`src/rtl/i2c_wr24_master.sv`:
```
// Single-shot I2C write master: START, 3 bytes MSB first with ACK checks, STOP, bus-free gap.
// Latency 116 quarter-periods start->done (14500 clk @ 50MHz/100kHz); start is ignored while busy or in the done cycle.
`timescale 1ns/1ps
module i2c_wr24_master #(
  parameter int CLK_FREQ = 50000000,
  parameter int SCL_FREQ = 100000
) (
  input  logic        clk,
  input  logic        rst,
  input  logic        start,
  input  logic [23:0] data_in,
  output logic        busy,
  output logic        done,
  output logic        ack_err,
  output logic        scl,
  output logic        sda_oe,
  input  logic        sda_in
);

  localparam int QDIV = CLK_FREQ / (4 * SCL_FREQ);
  localparam int QW   = $clog2(QDIV);

  typedef enum logic [2:0] {S_IDLE, S_START, S_BIT, S_ACK, S_STOP, S_FREE} state_t;

  state_t        state, state_n;
  logic [QW-1:0] qcnt;
  logic [1:0]    ph, ph_n;
  logic [4:0]    bit_cnt, bit_cnt_n;
  logic [23:0]   shift, shift_n;
  logic          busy_n, done_n, ack_err_n, scl_n, sda_oe_n;
  logic          sda_s1, sda_s2;
  logic          tick;

  assign tick = (qcnt == QW'(QDIV - 1));

  always_comb begin
    state_n   = state;
    ph_n      = ph;
    bit_cnt_n = bit_cnt;
    shift_n   = shift;
    busy_n    = busy;
    done_n    = 1'b0;
    ack_err_n = ack_err;
    case (state)
      S_IDLE: begin
        // the done cycle is still IDLE, so a start there must not be taken
        if (start && !done) begin
          state_n   = S_START;
          ph_n      = 2'd0;
          shift_n   = data_in;
          bit_cnt_n = 5'd0;
          busy_n    = 1'b1;
          ack_err_n = 1'b0;
        end
      end
      S_START: begin
        if (tick) begin
          ph_n = ph + 2'd1;
          if (ph == 2'd1) begin
            state_n = S_BIT;
            ph_n    = 2'd0;
          end
        end
      end
      S_BIT: begin
        if (tick) begin
          ph_n = ph + 2'd1;
          if (ph == 2'd3) begin
            shift_n   = {shift[22:0], 1'b0};
            bit_cnt_n = bit_cnt + 5'd1;
            state_n   = (bit_cnt[2:0] == 3'd7) ? S_ACK : S_BIT;
          end
        end
      end
      S_ACK: begin
        if (tick) begin
          ph_n = ph + 2'd1;
          if (ph == 2'd2 && sda_s2)
            ack_err_n = 1'b1;
          if (ph == 2'd3)
            state_n = (ack_err || bit_cnt == 5'd24) ? S_STOP : S_BIT;
        end
      end
      S_STOP: begin
        if (tick) begin
          ph_n = ph + 2'd1;
          if (ph == 2'd3) begin
            state_n = S_FREE;
            ph_n    = 2'd0;
          end
        end
      end
      S_FREE: begin
        if (tick) begin
          ph_n = ph + 2'd1;
          if (ph == 2'd1) begin
            state_n = S_IDLE;
            ph_n    = 2'd0;
            done_n  = 1'b1;
            busy_n  = 1'b0;
          end
        end
      end
      default: state_n = S_IDLE;
    endcase

    // pad levels are decoded from the next state so the registered pins line up with it
    scl_n    = 1'b1;
    sda_oe_n = 1'b0;
    case (state_n)
      S_START: sda_oe_n = 1'b1;
      S_BIT: begin
        scl_n    = ph_n[1];
        sda_oe_n = ~shift_n[23];
      end
      S_ACK:  scl_n = ph_n[1];
      S_STOP: begin
        scl_n    = ph_n[1];
        sda_oe_n = (ph_n != 2'd3);
      end
      default: ;
    endcase
  end

  always_ff @(posedge clk or posedge rst) begin
    if (rst) begin
      state   <= S_IDLE;
      qcnt    <= '0;
      ph      <= 2'd0;
      bit_cnt <= 5'd0;
      shift   <= 24'd0;
      busy    <= 1'b0;
      done    <= 1'b0;
      ack_err <= 1'b0;
      scl     <= 1'b1;
      sda_oe  <= 1'b0;
      sda_s1  <= 1'b1;
      sda_s2  <= 1'b1;
    end else begin
      state   <= state_n;
      qcnt    <= (state == S_IDLE || tick) ? '0 : qcnt + QW'(1);
      ph      <= ph_n;
      bit_cnt <= bit_cnt_n;
      shift   <= shift_n;
      busy    <= busy_n;
      done    <= done_n;
      ack_err <= ack_err_n;
      scl     <= scl_n;
      sda_oe  <= sda_oe_n;
      sda_s1  <= sda_in;
      sda_s2  <= sda_s1;
    end
  end

endmodule

```
`config.mk`:
```
export PLATFORM = sky130hd
export DESIGN_NAME = i2c_wr24_master
export DESIGN_NICKNAME = d
export VERILOG_FILES = /design/src/rtl/i2c_wr24_master.sv
export SDC_FILE = /design/constraint.sdc
export NUM_CORES = 1
export LEC_CHECK = 0
export CORE_MARGIN = 5
export CORE_UTILIZATION = 32
export DETAILED_ROUTE_END_ITERATION = 16
export SLEW_MARGIN = 20
export SYNTH_ARGS = -nofsm -noshare
export SYNTH_HDL_FRONTEND = slang
export SYNTH_SLANG_ARGS = --single-unit
export TNS_END_PERCENT = 1
```
`constraint.sdc`:
```
create_clock -name clk -period 3.4 [get_ports clk]
set_clock_uncertainty 0.1 [all_clocks]
set_input_delay 0.68 -clock clk [delete_from_list [all_inputs] [get_ports clk]]
set_output_delay 0.68 -clock clk [all_outputs]
set_load 0.005 [all_outputs]
```
==> results.txt <==
The count of mapped cells out of synthesis is 240. After the first detailed-routing iteration, the DRC count stood at 89. The count of final max-slew check failures came out at 0.

The DRC violation count after routing came out at 0. Counting every net in the synthesized netlist gives 276. The number of hold-slack violations in the final timing report was 0. The critical path data arrival time came out at 2470 ps. The critical path required time came out at 3530 ps.

The clock transition at the registers of the reported paths is 90 ps. The number of warnings issued by yosys is 0. The area of the core came out at 0.00718 mm².

Routability-driven placement finished with a final weighted congestion of 0.905. The count of nets left with antenna violations once routing finished came out at 0. The final number of setup-violating endpoints came out at 0. The summed instance area of the synthesized netlist is 0.00234 mm².

The share of synthesized area occupied by flip-flops and latches is 0.515. The number of antenna violations at the first check in global routing came out at 0. The H-tree was split into 2 levels. After layout, the minimum clock period comes to 2340 ps.

The final instance area came out at 0.00285 mm². By count the netlist is led by nand2_1 (58), dfrtp_1 (45), a22oi_1 (23). The count of hold-fix buffers inserted at cts came out at 0. The number of iterations in the first detailed-routing pass came out at 4.

The cell leakage power is 1.28 nW. The pin count of the biggest net entering global routing came out at 33. The critical-path maximum fanout came out at 7. Setup repair after global routing left no endpoint under its margin. The number of gates given a new drive strength after cts came out at 0.

After detailed routing, the number of vias per cell comes to 4.89. The number of global-route vias before repair is 1,927. Counting tap cells, the placed design contains a total of 361 instances. After detailed placement, the total cell area comes to 0.00275 mm². The critical path is of the reg2reg type.

The number of rows created at floorplan came out at 31. After the flow finishes, the layout carries non-filler instances totaling 369. The path type of the worst min-delay path is reg2reg. Relative to the synthesized area, the layout overhead comes to 22.0%. The setup TNS came out at 0 ps. The final net count is 305. The first global-routing pass estimated 8980 µm of wire. The power density relative to cell area came out at 455 mW/mm². In this run the clock root is driven by a clkbuf_8. The run finished with clean final reports. The clock passes through at most 2 buffers. In the final layout, the share of cells above drive strength 1 is 0.0889. The kind of end point of the critical path is a register.

The final clock period utilization by the worst path came out at 0.688. The transition time at the pin with the least slew margin is 751 ps. The startpoint kind of the worst setup timing path is a register. The worst-case IR drop observed on VDD is 189 µV. For the worst-skew pair, the clock arrives at the later sink with an insertion delay of 290 ps. Of all flip-flops after synthesis, the portion carrying an async set or reset was 1.00. TritonCTS built the clock tree.

The die area came out at 0.00912 mm². Buffers added to address setup during post-CTS repair amount to 0. The total clock sinks came out at 48. The top cell type's share of synthesized area came out at 0.481. The number of antenna diodes in the final layout is 0. The total wirelength of the detailed-routed design is 4970 µm.

The count of max-cap constraint violations is 0. Yosys instantiated no cell more often than nand2_1. The sum of net half-perimeters after detailed placement came out at 3550 µm. The top-level I/O count is 33. In this run, synthesis produced a sequential element count of 48.

In this run, distinct cell masters in the synthesized netlist total 46. The count of buffers from port buffering is 32. The number of flops mapped to enable cells by yosys came out at 0. The die is 95.5 µm wide. Across every metal layer, demand over resource in global routing totals 0.123. The top achievable clock speed is 0.428 GHz. The number of buffers created by CTS is 5. The overall die height came out at 95.5 µm. The initial cell density of the core is 0.326. The largest total area in the synthesized netlist belongs to dfrtp_1.

After synthesis, the cell types taking the most area are dfrtp_1 (48%), nand2_1 (9.3%), a22oi_1 (7.4%). The routed wire length per instance came out at 13.5 µm. The via count of the routed design came out at 1,803. The worst reg-to-reg setup slack is 1060 ps. The residual overflow from global routing came out at 0.

The worst slew margin relative to its limit is 0.497. The most used flip-flop cell after synthesis is dfrtp_1. The post-synthesis area per instance is 9.75 µm².
path summary, 6_finish.rpt:
kind                            startpoint   endpoint  depth (start not counted)
worst max-delay path                 ph[0]        scl                          6
worst min-delay path                sda_s1     sda_s2                          0
worst max register to register       ph[0]        scl                          6
worst min register to register      sda_s1     sda_s2                          0
max in group asynchronous              rst  shift[17]                          3
min in group asynchronous              rst    qcnt[0]                          2
stage by stage:
stage	utilization	hold slack, ps	setup slack [ps]	power (mW)
after global routing	0.398	270	870	1.38
after CTS	0.398	261	1070	1.32
after detailed placement	0.384	248	918	0.940
after floorplan	-	245	1290	0.862
after global placement	0.384	248	988	0.933
final	0.398	262	1060	1.30
area by class of cell:
type / instances / area, µm²
inverter: 13 / 48.8
multi-input combinational: 165 / 1030
clock buffer: 8 / 100
sequential: 48 / 1200
timing repair buffer: 36 / 350
fill: 716 / 4320
tap: 99 / 124
registers in the layout, indices dropped and copies added, names as in the netlist:
register	flops
sda_s2	1
busy	1
ack_err	1
scl	1
state	3
sda_oe	1
shift	24
sda_s1	1
bit_cnt	5
qcnt	7
ph	2
done	1
per-layer routing:
metal | routed length [µm] | part of all wire | vias up | track usage
met5 | 0 | 0 | - | 0
li1 | - | - | 896 | -
met2 | 2400 | 0.48 | 38 | 0.206
met3 | 222 | 0.045 | 8 | 0.0292
met4 | 76 | 0.015 | 0 | 0.0355
met1 | 2280 | 0.46 | 861 | 0.157
worst max-delay path: stages, from the launching register on:
cell and delay (ps):
dfrtp_1 470, ha_1 270, nand3_1 90, a2111oi_0 540
mux2i_1 170, or3_1 430, a21o_1 200
power breakdown:
group          internal, mW  switching [mW]  leakage [nW]  total (mW)
Combinational        0.0990          0.0958         0.641       0.195
Sequential            0.657          0.0754         0.589       0.732
Clock                 0.186           0.185        0.0515       0.371
cells in the final DEF, fill, tap and decap left out, drive strengths merged, types with 2 or more instances in the layout:
| cell type | n |
|---|---|
| a21oi | 2 |
| a22oi | 23 |
| a32o | 2 |
| a41oi | 3 |
| and3 | 3 |
| buf | 4 |
| clkbuf | 8 |
| clkdlybuf4s50 | 32 |
| dfrtp | 45 |
| dfstp | 3 |
| ha | 8 |
| inv | 13 |
| nand2 | 58 |
| nand2b | 3 |
| nand3 | 4 |
| nand4 | 6 |
| nor2 | 13 |
| nor3 | 2 |
| o21ai | 4 |
| o221ai | 2 |
| o31ai | 2 |
| or2 | 2 |
| or3 | 3 |
| xnor2 | 2 |
| xor2 | 6 |
logic make-up (layout without fill, tap and decap cells):
| logic type | Yosys count | after routing | share of synthesized area |
|---|---|---|---|
| AO/OA/AOI/OAI | 46 | 46 | 0.153 |
| AND/OR/NAND/NOR | 102 | 102 | 0.205 |
| flip-flops | 48 | 48 | 0.515 |
| XOR/XNOR | 8 | 8 | 0.0299 |
| buffers and inverters | 27 | 57 | 0.0497 |
| adder cells (fa/ha/maj) | 8 | 8 | 0.0428 |
| multiplexers | 1 | 1 | 0.00428 |
(Power assumes the default switching activity.)
